**src/rtl/uart_tx_io.sv**
```systemverilog
// Memory-mapped UART transmitter: CPU pushes bytes into a FIFO over the IO bus,
// and an FSM shifts them out on tx as 8N1 frames, LSB first, back-to-back.
module uart_tx_io #(
  parameter int BAUD_DIV   = 200,
  parameter int FIFO_DEPTH = 16,
  parameter int CNT_W      = 5
) (
  input  logic        clk,
  input  logic        rst,
  input  logic        uartwrite,
  input  logic        uartread,
  input  logic        uartcs,
  input  logic [1:0]  uartaddr,
  input  logic [15:0] uartwdata,
  output logic [15:0] uartrdata,
  output logic        tx
);

  localparam int PTR_W = CNT_W - 1;
  localparam int BC_W  = $clog2(BAUD_DIV);

  typedef enum logic [1:0] {
    S_IDLE  = 2'd0,
    S_START = 2'd1,
    S_DATA  = 2'd2,
    S_STOP  = 2'd3
  } state_e;

  state_e            state_q, state_d;
  logic [BC_W-1:0]   bit_cnt_q, bit_cnt_d;
  logic [2:0]        bit_idx_q, bit_idx_d;
  logic [7:0]        shift_q, shift_d;
  logic              tx_q, tx_d;

  logic [7:0]        mem_q [FIFO_DEPTH];
  logic [PTR_W-1:0]  wr_ptr_q, wr_ptr_d;
  logic [PTR_W-1:0]  rd_ptr_q, rd_ptr_d;
  logic [CNT_W-1:0]  count_q, count_d;
  logic              ovf_q, ovf_d;

  logic              fifo_full;
  logic              fifo_empty;
  logic              push_req;
  logic              push_ok;
  logic              clr_ovf;
  logic              pop;
  logic              bit_last;
  logic [7:0]        fifo_head;

  // Only the low byte of the write bus carries data.
  logic              unused_wdata;
  assign unused_wdata = ^uartwdata[15:8];

  // Bus handshake: a push is a single-cycle valid (cs & write & addr 0) with no
  // ready; a push that finds the FIFO full is dropped and latched as overflow.
  assign push_req   = uartcs & uartwrite & (uartaddr == 2'b00);
  assign clr_ovf    = uartcs & uartwrite & (uartaddr == 2'b10);
  assign fifo_full  = (count_q == CNT_W'(FIFO_DEPTH));
  assign fifo_empty = (count_q == '0);
  assign push_ok    = push_req & ~fifo_full;
  assign bit_last   = (bit_cnt_q == BC_W'(BAUD_DIV - 1));
  assign fifo_head  = mem_q[rd_ptr_q];

  always_comb begin
    state_d   = state_q;
    bit_cnt_d = bit_cnt_q;
    bit_idx_d = bit_idx_q;
    shift_d   = shift_q;
    pop       = 1'b0;
    tx_d      = 1'b1;
    case (state_q)
      S_IDLE: begin
        if (!fifo_empty) begin
          pop       = 1'b1;
          shift_d   = fifo_head;
          bit_cnt_d = '0;
          bit_idx_d = '0;
          state_d   = S_START;
        end
      end
      S_START: begin
        if (bit_last) begin
          bit_cnt_d = '0;
          bit_idx_d = '0;
          state_d   = S_DATA;
        end else begin
          bit_cnt_d = bit_cnt_q + BC_W'(1);
        end
      end
      S_DATA: begin
        if (bit_last) begin
          bit_cnt_d = '0;
          if (bit_idx_q == 3'd7) begin
            state_d = S_STOP;
          end else begin
            bit_idx_d = bit_idx_q + 3'd1;
          end
        end else begin
          bit_cnt_d = bit_cnt_q + BC_W'(1);
        end
      end
      S_STOP: begin
        if (bit_last) begin
          bit_cnt_d = '0;
          // Chain straight into the next start bit when more data is queued.
          if (!fifo_empty) begin
            pop       = 1'b1;
            shift_d   = fifo_head;
            bit_idx_d = '0;
            state_d   = S_START;
          end else begin
            state_d = S_IDLE;
          end
        end else begin
          bit_cnt_d = bit_cnt_q + BC_W'(1);
        end
      end
      default: state_d = S_IDLE;
    endcase

    // tx is registered, so it is derived from the state being entered.
    case (state_d)
      S_START: tx_d = 1'b0;
      S_DATA:  tx_d = shift_d[bit_idx_d];
      default: tx_d = 1'b1;
    endcase
  end

  always_comb begin
    wr_ptr_d = wr_ptr_q;
    rd_ptr_d = rd_ptr_q;
    count_d  = count_q;
    ovf_d    = ovf_q;
    if (push_ok) begin
      wr_ptr_d = wr_ptr_q + PTR_W'(1);
    end
    if (pop) begin
      rd_ptr_d = rd_ptr_q + PTR_W'(1);
    end
    case ({push_ok, pop})
      2'b10:   count_d = count_q + CNT_W'(1);
      2'b01:   count_d = count_q - CNT_W'(1);
      default: count_d = count_q;
    endcase
    if (clr_ovf) begin
      ovf_d = 1'b0;
    end
    if (push_req && fifo_full) begin
      ovf_d = 1'b1;
    end
  end

  always_ff @(posedge clk) begin
    if (rst) begin
      state_q   <= S_IDLE;
      bit_cnt_q <= '0;
      bit_idx_q <= '0;
      shift_q   <= '0;
      tx_q      <= 1'b1;
      wr_ptr_q  <= '0;
      rd_ptr_q  <= '0;
      count_q   <= '0;
      ovf_q     <= 1'b0;
    end else begin
      state_q   <= state_d;
      bit_cnt_q <= bit_cnt_d;
      bit_idx_q <= bit_idx_d;
      shift_q   <= shift_d;
      tx_q      <= tx_d;
      wr_ptr_q  <= wr_ptr_d;
      rd_ptr_q  <= rd_ptr_d;
      count_q   <= count_d;
      ovf_q     <= ovf_d;
    end
  end

  // Storage needs no reset: entries are only read once count says they are valid.
  always_ff @(posedge clk) begin
    if (push_ok) begin
      mem_q[wr_ptr_q] <= uartwdata[7:0];
    end
  end

  always_comb begin
    uartrdata = '0;
    if (uartcs && uartread && (uartaddr == 2'b10)) begin
      uartrdata[0]         = (state_q != S_IDLE);
      uartrdata[1]         = fifo_full;
      uartrdata[2]         = fifo_empty;
      uartrdata[3]         = ovf_q;
      uartrdata[4 +: CNT_W] = count_q;
    end
  end

  assign tx = tx_q;

endmodule

```
**config.mk**
```make
export PLATFORM = sky130hd
export DESIGN_NAME = uart_tx_io
export DESIGN_NICKNAME = d
export VERILOG_FILES = /design/src/rtl/uart_tx_io.sv
export SDC_FILE = /design/constraint.sdc
export NUM_CORES = 1
export LEC_CHECK = 0
export BUFFER_PORTS_ARGS = -buffer_cell sky130_fd_sc_hd__buf_2
export CAP_MARGIN = 20
export CORE_AREA = 5 5 122 124
export DETAILED_ROUTE_END_ITERATION = 12
export DIE_AREA = 0 0 127 129
export GPL_TIMING_DRIVEN = 0
export PLACE_DENSITY = 0.75
export SYNTH_ARGS = -nofsm -noshare
export SYNTH_HDL_FRONTEND = slang
export SYNTH_SLANG_ARGS = --single-unit
```
**constraint.sdc**
```tcl
create_clock -name clk -period 3.6 [get_ports clk]
set_clock_uncertainty 0.2 [all_clocks]
set_input_delay 0.72 -clock clk [delete_from_list [all_inputs] [get_ports clk]]
set_output_delay 0.72 -clock clk [all_outputs]
set_load 0.02 [all_outputs]
```
==> results_dict.tcl, run 1 <==
set metrics [dict create \
    crit_path_setup_slack_layout_ns 0.168 \
    clock_pin_slew_on_the_worst_setup_and_hold_paths_ns 0.07 \
    cts_max_level 4 \
    netlist_top_cells_area "sky130_fd_sc_hd__edfxtp_1 52%, sky130_fd_sc_hd__dfxtp_1 11%, sky130_fd_sc_hd__mux4_2 5.8%, sky130_fd_sc_hd__mux2i_1 4.4%, sky130_fd_sc_hd__ha_1 2.6%" \
    syn_area_cell_um2 14.3 \
    antenna_found_initial 0 \
    critical-path-slowest-cell "sky130_fd_sc_hd__dfxtp_1" \
    final.period_utilization 0.953 \
    synth_cell_type_count 65 \
    setup.worst_path.end_class "register" \
    clk_latency_ns 0.42 \
    routed_wirelength_um 15700 \
    setup.reg_to_reg.worst_slack_ns 0.17 \
    areal_power_density_over_the_cells_mw_per_mm2 664 \
    synthCells 512 \
    crit_path_max_incr_delay_ns 0.38 \
    max-cap-violations 0 \
    critPathBufInv 2 \
    edff_count_synth 128 \
    yosys-top-cells-count "128 x sky130_fd_sc_hd__edfxtp_1, 47 x sky130_fd_sc_hd__nor2_1, 40 x sky130_fd_sc_hd__dfxtp_1, 32 x sky130_fd_sc_hd__mux2i_1, 21 x sky130_fd_sc_hd__nand2_1" \
    die_y_um 129 \
    ys_seq_elements 168 \
    peakVddDrop_uv 510 \
    drcViolationCount 0 \
    setup_viol 0 \
    hpwlAfterDp_um 10500 \
    maximum_number_of_pins_on_one_net_before_global_route_repair 17 \
    routed-via-count 4527 \
    track_usage 0.202 \
    fp_rows 43 \
    power.sequential.fraction 0.399 \
    worstPathCellList "ha_2 > and4bb_4 > a31o_4 > nand2_4 > inv_4 > ha_1 > buf_2 > xor2_1 > ha_1 > a32o_1 > a31oi_1 > xor2_1 > or3_1 > a21oi_1" \
    antenna-diode-count 0 \
    synth_flop_cell "sky130_fd_sc_hd__edfxtp_1" \
    synth_area_leader_cell "sky130_fd_sc_hd__edfxtp_1" \
    cts.root.buffer_cell "sky130_fd_sc_hd__clkbuf_16" \
    netlist.area_leader.share 0.524 \
    mappedNetlistArea_mm2 0.00733 \
    path_depth 14 \
    slew_viol_final 0 \
    gate_power_share 0.265 \
    setup_tns_ns 0 \
    vias_in_the_first_global_route 4478 \
    die-width_um 127 \
    switching_share 0.306 \
    max_slew.worst_pin.slew_ns 0.990 \
    wl_per_cell_um 20.7 \
    port_buffers 24 \
    asyncSetResetFlopFracSynth 0 \
    hold_path_startpoint "shift_q[6]$_SDFF_PP0_" \
    drt_iter0_drc 415 \
    leakagePower_nw 2.85 \
    critical_path_peak_fanout 10 \
    hold_depth 2 \
    fin_nets 605 \
    start_util 0.537 \
    gr-total-overflow 0 \
    crit_path_start_kind "register" \
    critPathArrivalTime_ns 3.58 \
    power_switching_mw 1.71 \
    post_place_worst_slack_ns -0.536 \
    grt_first_pass_wirelength_um 24700 \
    detail-route-antenna-nets 0 \
    area_delta_synth_final_pct 14.7 \
    clockBufferDepth 2 \
    yosysSeqAreaShare 0.633 \
    floorplan.io_pins 40 \
    final.min_clock_period_ns 3.43 \
    synth_most_common_cell "sky130_fd_sc_hd__edfxtp_1" \
    timing.rr.end "count_q[4]$_SDFFE_PP0P_" \
    drtPass1Iterations 5 \
    power.clock.fraction 0.336 \
    post_drt_via_cell_ratio 5.96 \
    numClockSinks 168 \
    slew_headroom 0.338 \
    layout-drive-gt1-share 0.202 \
    cp_top_family "compound AO/OA/AOI/OAI gates" \
    r2r-start "bit_cnt_q[0]$_SDFFE_PP0P_" \
    total_power_mw 5.58 \
    timing.hold.worst_endpoint "shift_q[6]$_SDFF_PP0_" \
    timing.setup.critical_path_class "reg2reg" \
    cts_hold_repair.buffers 0 \
    unrepaired_setup_endpoints_after_global_routing "no" \
    fp.dieArea_mm2 0.0164 \
    core_region_area_mm2 0.0137 \
    hold_path_class "reg2reg" \
    fmax_mhz 291 \
    numCtsBuffers 17 \
    gp_routability_congestion 0.873 \
    finalHoldViolCount 0 \
    length_in_cells_of_the_worst_reg_to_reg_path 14 \
    required_ns 3.75 \
    cts_tree "built" \
    synth.yosys.warnings 0 \
    status "finished, final reports clean" \
    intPower_mw 3.88 \
]
==> per-layer routing <==
metal	GRT usage	share of wire	vias up
met3	0.0486	0.059	38
met1	0.249	0.41	2244
met4	0.0940	0.039	0
met5	0	0	-
met2	0.338	0.49	165
li1	-	-	2080
==> cells by family after synthesis <==
kind of cell | after synthesis | synth area share
other | 1 | 0.000511
XOR/XNOR | 17 | 0.0203
adder cells (fa/ha/maj) | 15 | 0.0256
AND/OR/NAND/NOR | 123 | 0.0850
AO/OA/AOI/OAI | 92 | 0.102
multiplexers | 51 | 0.102
flip-flops | 168 | 0.633
buffers and inverters | 45 | 0.0317
==> worst register-to-register path, delay by kind of cell, from the launching register on <==
kind / cells / cell delay, ns
simple gates: 3 / 0.75
xor+xnor: 2 / 0.19
buf+inv: 2 / 0.33
compound gates: 4 / 0.83
fa+ha+maj: 3 / 0.65
flops: 1 / 0.38
==> through the flow <==
| step | instance area [um^2] | hold slack, ns | utilization | cells |
|---|---|---|---|---|
| after global routing | 8410 | 0.273 | 0.615 | 760 |
| after CTS | 8370 | 0.257 | 0.612 | 758 |
| after detailed placement | 7730 | 0.248 | 0.566 | 726 |
| final | 8410 | 0.256 | 0.615 | 760 |
| after floorplan | 7360 | 0.232 | - | 518 |
| after global placement | 7700 | 0.243 | 0.564 | 722 |
==> cells in the final DEF, fill, tap and decap left out, drive strengths merged, types with 5 or more instances in the layout <==
cell,n
conb,7
mux2i,32
dfxtp,40
buf,48
and2,13
mux4,19
a21oi,16
nand2,21
a22oi,8
inv,23
nor2,47
xor2,13
edfxtp,128
o2111ai,5
ha,15
o21ai,11
clkbuf,28
nand2b,5
a221oi,18
nor3,9
==> worst max path at each step <==
stage / start / end / slack, ns
after floorplan: state_q[0]$_SDFF_PP0_ / count_q[4]$_SDFFE_PP0P_ / 0.22
after global placement: state_q[0]$_SDFF_PP0_ / count_q[4]$_SDFFE_PP0P_ / -0.37
after detailed placement: state_q[0]$_SDFF_PP0_ / count_q[4]$_SDFFE_PP0P_ / -0.54
after CTS: state_q[0]$_SDFF_PP0_ / count_q[4]$_SDFFE_PP0P_ / 0.06
after global routing: bit_cnt_q[0]$_SDFFE_PP0P_ / count_q[4]$_SDFFE_PP0P_ / 0.006
final: bit_cnt_q[0]$_SDFFE_PP0P_ / count_q[4]$_SDFFE_PP0P_ / 0.17
==> timing repair <==
item                                    in CTS  in global routing
setup buffers                                0                  2
endpoints found under the setup margin       2                  1
pin swaps                                    0                  1
gates resized for setup                      7                  5
==> layout make-up <==
| class | instances | area [um^2] |
|---|---|---|
| clock buffer | 17 | 425 |
| fill | 1043 | 5260 |
| inverter | 16 | 62.6 |
| sequential | 168 | 4640 |
| tap | 180 | 225 |
| buffer | 29 | 174 |
| timing repair buffer | 30 | 163 |
| multi-input combinational | 305 | 2530 |
| clock inverter | 15 | 186 |
==> power groups by stage <==
stage / sequential [mW] / clock (mW) / combinational [mW]
floorplan: 2.26 / 0 / 1.04
global placement: 2.26 / 0 / 1.31
detailed placement: 2.26 / 0 / 1.35
CTS: 2.23 / 1.89 / 1.41
global route: 2.23 / 2.00 / 1.63
finish: 2.23 / 1.87 / 1.48
==> registers in the layout, indices dropped and copies added, names as in the netlist, named ones only <==
| name | count |
|---|---|
| count_q | 5 |
| bit_cnt_q | 8 |
| shift_q | 8 |
| mem_q | 128 |
| tx | 1 |
| bit_idx_q | 3 |
| wr_ptr_q | 4 |
| rd_ptr_q | 4 |
| ovf_q | 1 |
| state_q | 2 |
No activity file was read; power rests on OpenSTA's default activity.
==> run 2, diff against run 1 <==
Settings changed: CORE_AREA 5 5 122 124 to 5 5 104 145, DIE_AREA 0 0 127 129 to 0 0 109 150.
==> run 2 against run 1 <==
Compared with the run above:
- sequential cell count unchanged
- register-to-register slack better by 0.08 ns
- die area down 0.20%
- critical path type unchanged
- largest cell class unchanged
==> results_dict.tcl, run 2 (synthesis gave the netlist of run 1 again) <==
set metrics [dict create \
    largest_registers "mem_q: 128 flops, bit_cnt_q: 8 flops, shift_q: 8 flops" \
    detail-route-antenna-nets 0 \
    maximum_number_of_pins_on_one_net_before_global_route_repair 17 \
    hold_path_class "reg2reg" \
    stdcell_count 764 \
    area_delta_synth_final_pct 13.7 \
    length_in_cells_of_the_worst_reg_to_reg_path 15 \
    gr-total-overflow 0 \
    drcViolationCount 0 \
    final.hold.worst_slack_ns 0.259 \
    switching_share 0.308 \
    clk_latency_ns 0.42 \
    slew_viol_final 0 \
    clockBufferDepth 2 \
    post_drt_via_cell_ratio 5.84 \
    area_after_detailed_placement_mm2 0.00774 \
    crit_path_start_kind "register" \
    die-width_um 109 \
    timing.rr.end "count_q[4]$_SDFFE_PP0P_" \
    hold_depth 2 \
    max-cap-violations 0 \
    cts_max_level 4 \
    fin_nets 604 \
    setup.reg_to_reg.worst_slack_ns 0.25 \
    vias_in_the_first_global_route 4577 \
    unrepaired_setup_endpoints_after_global_routing "no" \
    setup_viol 0 \
    finalHoldViolCount 0 \
    areal_power_density_over_the_cells_mw_per_mm2 642 \
    hpwlAfterDp_um 10900 \
    routed-via-count 4460 \
    hold_path_startpoint "shift_q[6]$_SDFF_PP0_" \
    peakVddDrop_uv 396 \
    total_power_mw 5.35 \
    clock_pin_slew_on_the_worst_setup_and_hold_paths_ns 0.06 \
    top_register "mem_q" \
    grt_first_pass_wirelength_um 24200 \
    slew_headroom 0.376 \
    routed_wirelength_um 15600 \
    dpl.cell_count 731 \
    drt_iter0_drc 390 \
    required_ns 3.75 \
    fp_rows 51 \
    final.min_clock_period_ns 3.35 \
    wl_per_cell_um 20.4 \
    intPower_mw 3.70 \
    timing.setup.critical_path_class "reg2reg" \
    leakagePower_nw 2.81 \
    power.clock.fraction 0.311 \
    layout.cells.most_common_list "128 x sky130_fd_sc_hd__edfxtp_1, 47 x sky130_fd_sc_hd__nor2_1, 40 x sky130_fd_sc_hd__dfxtp_1, 32 x sky130_fd_sc_hd__mux2i_1, 28 x sky130_fd_sc_hd__buf_2" \
    gp_routability_congestion 0.880 \
    floorplan.io_pins 40 \
    gate_power_share 0.273 \
    timing.hold.worst_endpoint "shift_q[6]$_SDFF_PP0_" \
    fmax_mhz 298 \
    critical_path_peak_fanout 10 \
    layout-drive-gt1-share 0.193 \
    core_region_area_mm2 0.0137 \
    numClockSinks 168 \
    mostFrequentLayoutCell "sky130_fd_sc_hd__edfxtp_1" \
    antenna-diode-count 0 \
    critPathArrivalTime_ns 3.50 \
    track_usage 0.204 \
    final.period_utilization 0.931 \
    largest_register_ff_count 128 \
    final_cell_area_mm2 0.00834 \
    status "finished, final reports clean" \
    max_slew.worst_pin.slew_ns 0.933 \
    antenna_found_initial 0 \
    die_y_um 150 \
    power_switching_mw 1.65 \
    drtPass1Iterations 5 \
    fp.dieArea_mm2 0.0164 \
    r2r-start "bit_cnt_q[0]$_SDFFE_PP0P_" \
    cts_tree "built" \
    cts.root.buffer_cell "sky130_fd_sc_hd__clkbuf_16" \
    port_buffers 24 \
    power.sequential.fraction 0.416 \
    numCtsBuffers 17 \
    setup.worst_path.end_class "register" \
    start_util 0.535 \
]
-- run 2: worst max-delay path by stage --
| stage | cells past startpoint | startpoint | end |
|---|---|---|---|
| 3_5_place_dp | 15 | state_q[0]$_SDFF_PP0_ | count_q[4]$_SDFFE_PP0P_ |
| 4_1_cts | 15 | bit_cnt_q[0]$_SDFFE_PP0P_ | count_q[4]$_SDFFE_PP0P_ |
| 6_report | 15 | bit_cnt_q[0]$_SDFFE_PP0P_ | count_q[4]$_SDFFE_PP0P_ |
| 5_1_grt | 15 | bit_cnt_q[0]$_SDFFE_PP0P_ | count_q[4]$_SDFFE_PP0P_ |
| 3_3_place_gp | 14 | state_q[0]$_SDFF_PP0_ | count_q[4]$_SDFFE_PP0P_ |
| 2_1_floorplan | 14 | state_q[0]$_SDFF_PP0_ | count_q[4]$_SDFFE_PP0P_ |
-- run 2: layout make-up --
cell class | count | area [um^2]
Inverter | 16 | 62.6
Tap cell | 185 | 231
Timing Repair Buffer | 29 | 158
Fill cell | 1058 | 5380
Sequential cell | 168 | 4640
Clock inverter | 13 | 104
Clock buffer | 19 | 433
Buffer | 29 | 174
Multi-Input combinational cell | 305 | 2530
-- run 2: power groups by stage --
stage          Clock, mW  Combinational, mW  Sequential, mW
5_1_grt             1.77               1.60            2.23
4_1_cts             1.68               1.41            2.23
3_3_place_gp           0               1.32            2.26
3_5_place_dp           0               1.37            2.26
6_report            1.66               1.46            2.22
2_1_floorplan          0               1.04            2.26
-- run 2: routing by layer --
layer	part of all wire	GRT usage	wire [um]
met5	0	0	0
met4	0.051	0.119	790
met3	0.045	0.0509	703
met2	0.51	0.347	8000
met1	0.39	0.229	6080
-- run 2: through the flow --
step	utilization	setup slack [ns]	setup TNS (ns)
2_1_floorplan	-	0.218	0
5_1_grt	0.608	0.0168	0
4_1_cts	0.605	0.0105	0
6_report	0.608	0.247	0
3_5_place_dp	0.564	-0.503	-0.748
3_3_place_gp	0.562	-0.443	-0.650
-- run 2: worst max-delay path, stage by stage (launching register included) --
cell,delay [ns]
sky130_fd_sc_hd__dfxtp_1,0.37
sky130_fd_sc_hd__ha_2,0.26
sky130_fd_sc_hd__and4bb_4,0.31
sky130_fd_sc_hd__a31o_4,0.24
sky130_fd_sc_hd__nand2_4,0.13
sky130_fd_sc_hd__inv_4,0.12
sky130_fd_sc_hd__ha_1,0.17
sky130_fd_sc_hd__buf_2,0.20
sky130_fd_sc_hd__xor2_1,0.09
sky130_fd_sc_hd__ha_1,0.22
sky130_fd_sc_hd__o21ai_0,0.16
sky130_fd_sc_hd__nand2b_1,0.07
sky130_fd_sc_hd__a31oi_1,0.20
sky130_fd_sc_hd__xor2_1,0.09
sky130_fd_sc_hd__or3_1,0.31
sky130_fd_sc_hd__a21oi_1,0.14
-- run 2: timing repair --
action	CTS	global route
hold endpoints to repair	0	0
setup endpoints to repair	2	1
cloned	0	0
gates resized for setup	6	6
hold buffers	0	0
buffers inserted	0	1
==> run 3, diff against run 2 <==
Settings changed: PLACE_DENSITY 0.75 to default, PLACE_DENSITY_LB_ADDON from default to 0.1.
==> run 3 against run 2 <==
Compared with the run above:
- routed wire length is 3.4% higher
- first-iteration DRC count is 10% lower
- combinational power is essentially flat
- die area unchanged
- global-route usage is 0.80 points higher
- non-clock buffer count shrank 2
- setup slack got worse by 0.073 ns
- sequential share of layout area decreased by 0.13 points
- cell area rose by 0.23%
- critical path depth down 1
- highest routed layer unchanged
==> results_dict.tcl, run 3 (synthesis gave the netlist of run 1 again) <==
set metrics [dict create \
    vias_in_the_first_global_route 4513 \
    timing.setup.critical_path_class "reg2reg" \
    antenna-diode-count 0 \
    maximum_number_of_pins_on_one_net_before_global_route_repair 17 \
    postCtsSetupRepairBufs 0 \
    cts.root.buffer_cell "sky130_fd_sc_hd__clkbuf_16" \
    final.min_clock_period_ns 3.43 \
    die_y_um 150 \
    peakVddDrop_uv 355 \
    antenna_found_initial 0 \
    areal_power_density_over_the_cells_mw_per_mm2 656 \
    post_place_worst_slack_ns -0.545 \
    floorplan.io_pins 40 \
    area_delta_synth_final_pct 13.9 \
    final.hold.worst_slack_ns 0.256 \
    setup_tns_ns 0 \
    detail-route-antenna-nets 0 \
    fmax_mhz 292 \
    start_util 0.535 \
    core_region_area_mm2 0.0137 \
    post_drt_via_cell_ratio 5.85 \
    setup.worst_path.end_class "register" \
    drt_iter0_drc 350 \
    largest_registers "mem_q: 128 flops, bit_cnt_q: 8 flops, shift_q: 8 flops" \
    largest_register_ff_count 128 \
    layout-drive-gt1-share 0.194 \
    routed_wirelength_um 16100 \
    clockBufferDepth 2 \
    max_slew.worst_pin.slew_ns 0.967 \
    hold_path_class "reg2reg" \
    die-width_um 109 \
    critPathArrivalTime_ns 3.58 \
    clk_latency_ns 0.43 \
    leakagePower_nw 2.81 \
    finalHoldViolCount 0 \
    crit_path_setup_slack_layout_ns 0.174 \
    dpl.cell_count 731 \
    numClockSinks 168 \
    hpwlAfterDp_um 11200 \
    mostFrequentLayoutCell "sky130_fd_sc_hd__edfxtp_1" \
    layout.cells.most_common_list "128 x sky130_fd_sc_hd__edfxtp_1, 47 x sky130_fd_sc_hd__nor2_1, 40 x sky130_fd_sc_hd__dfxtp_1, 32 x sky130_fd_sc_hd__mux2i_1, 27 x sky130_fd_sc_hd__buf_2" \
    clock_pin_slew_on_the_worst_setup_and_hold_paths_ns 0.07 \
    fin_nets 602 \
    numCtsBuffers 17 \
    stdcell_count 762 \
    area_after_detailed_placement_mm2 0.00774 \
    final.period_utilization 0.952 \
    status "finished, final reports clean" \
    unrepaired_setup_endpoints_after_global_routing "no" \
    routed-via-count 4460 \
    fp_rows 51 \
    grt_first_pass_wirelength_um 25100 \
    wl_per_cell_um 21.1 \
    gp_routability_congestion 0.862 \
    gr-total-overflow 0 \
    drcViolationCount 0 \
    port_buffers 24 \
    fp.dieArea_mm2 0.0164 \
    required_ns 3.75 \
    drtPass1Iterations 5 \
    cts_max_level 4 \
    track_usage 0.212 \
    critical_path_peak_fanout 10 \
    cts_tree "built" \
    top_register "mem_q" \
    final_cell_area_mm2 0.00835 \
    slew_viol_final 0 \
    crit_path_start_kind "register" \
    setup_viol 0 \
    slew_headroom 0.353 \
    max-cap-violations 0 \
]
==> run 3: layout make-up <==
type | instances | area [um^2]
fill | 1035 | 5370
sequential | 168 | 4640
multi-input combinational | 305 | 2520
clock buffer | 19 | 433
tap | 185 | 231
buffer | 28 | 169
timing repair buffer | 28 | 150
clock inverter | 13 | 145
inverter | 16 | 62.6
==> run 3: timing repair <==
item                                    4_1_cts  5_1_grt
hold buffers                                  0        0
gates resized for setup                       3        5
endpoints found under the setup margin        3        2
==> run 3: routing by layer <==
| layer | share of wire | wire, um | global-route usage | vias to the layer above |
|---|---|---|---|---|
| met5 | 0 | 0 | 0 | - |
| met1 | 0.38 | 6080 | 0.238 | 2221 |
| met4 | 0.034 | 554 | 0.106 | 0 |
| met3 | 0.041 | 655 | 0.0341 | 34 |
| met2 | 0.55 | 8800 | 0.383 | 138 |
| li1 | - | - | - | 2067 |
==> run 3: worst max-delay path, cell delays in order, from the launching register on <==
cell and delay, ns:
sky130_fd_sc_hd__dfxtp_1 0.36, sky130_fd_sc_hd__ha_1 0.28, sky130_fd_sc_hd__and4bb_2 0.36, sky130_fd_sc_hd__a31o_2 0.31, sky130_fd_sc_hd__nand2_4 0.16, sky130_fd_sc_hd__inv_4 0.14, sky130_fd_sc_hd__ha_4 0.20, sky130_fd_sc_hd__xor2_1 0.08
sky130_fd_sc_hd__ha_1 0.22, sky130_fd_sc_hd__o21ai_0 0.18, sky130_fd_sc_hd__nand2b_1 0.08, sky130_fd_sc_hd__a31oi_1 0.22, sky130_fd_sc_hd__xor2_1 0.11, sky130_fd_sc_hd__or3_1 0.31, sky130_fd_sc_hd__a21oi_1 0.14
==> run 3: power by group <==
group          switching, mW  internal, mW  total, mW
Sequential            0.0527          2.17       2.23
Combinational          0.890         0.579       1.47
Clock                  0.759          1.03       1.79
==> run 3: path summary, 6_finish.rpt <==
path	cells after the start	start	endpoint	slack [ns]
hold / removal	2	shift_q[6]$_SDFF_PP0_	shift_q[6]$_SDFF_PP0_	0.26
hold reg to reg	2	shift_q[6]$_SDFF_PP0_	shift_q[6]$_SDFF_PP0_	0.26
setup / recovery	14	bit_cnt_q[0]$_SDFFE_PP0P_	count_q[4]$_SDFFE_PP0P_	0.17
setup reg to reg	14	bit_cnt_q[0]$_SDFFE_PP0P_	count_q[4]$_SDFFE_PP0P_	0.17
==> run 3: through the flow <==
stage               utilization  power [mW]
finish                    0.609        5.48
global route              0.609        5.72
CTS                       0.606        5.44
detailed placement        0.564        3.65
global placement          0.562        3.62
floorplan                     -        3.30
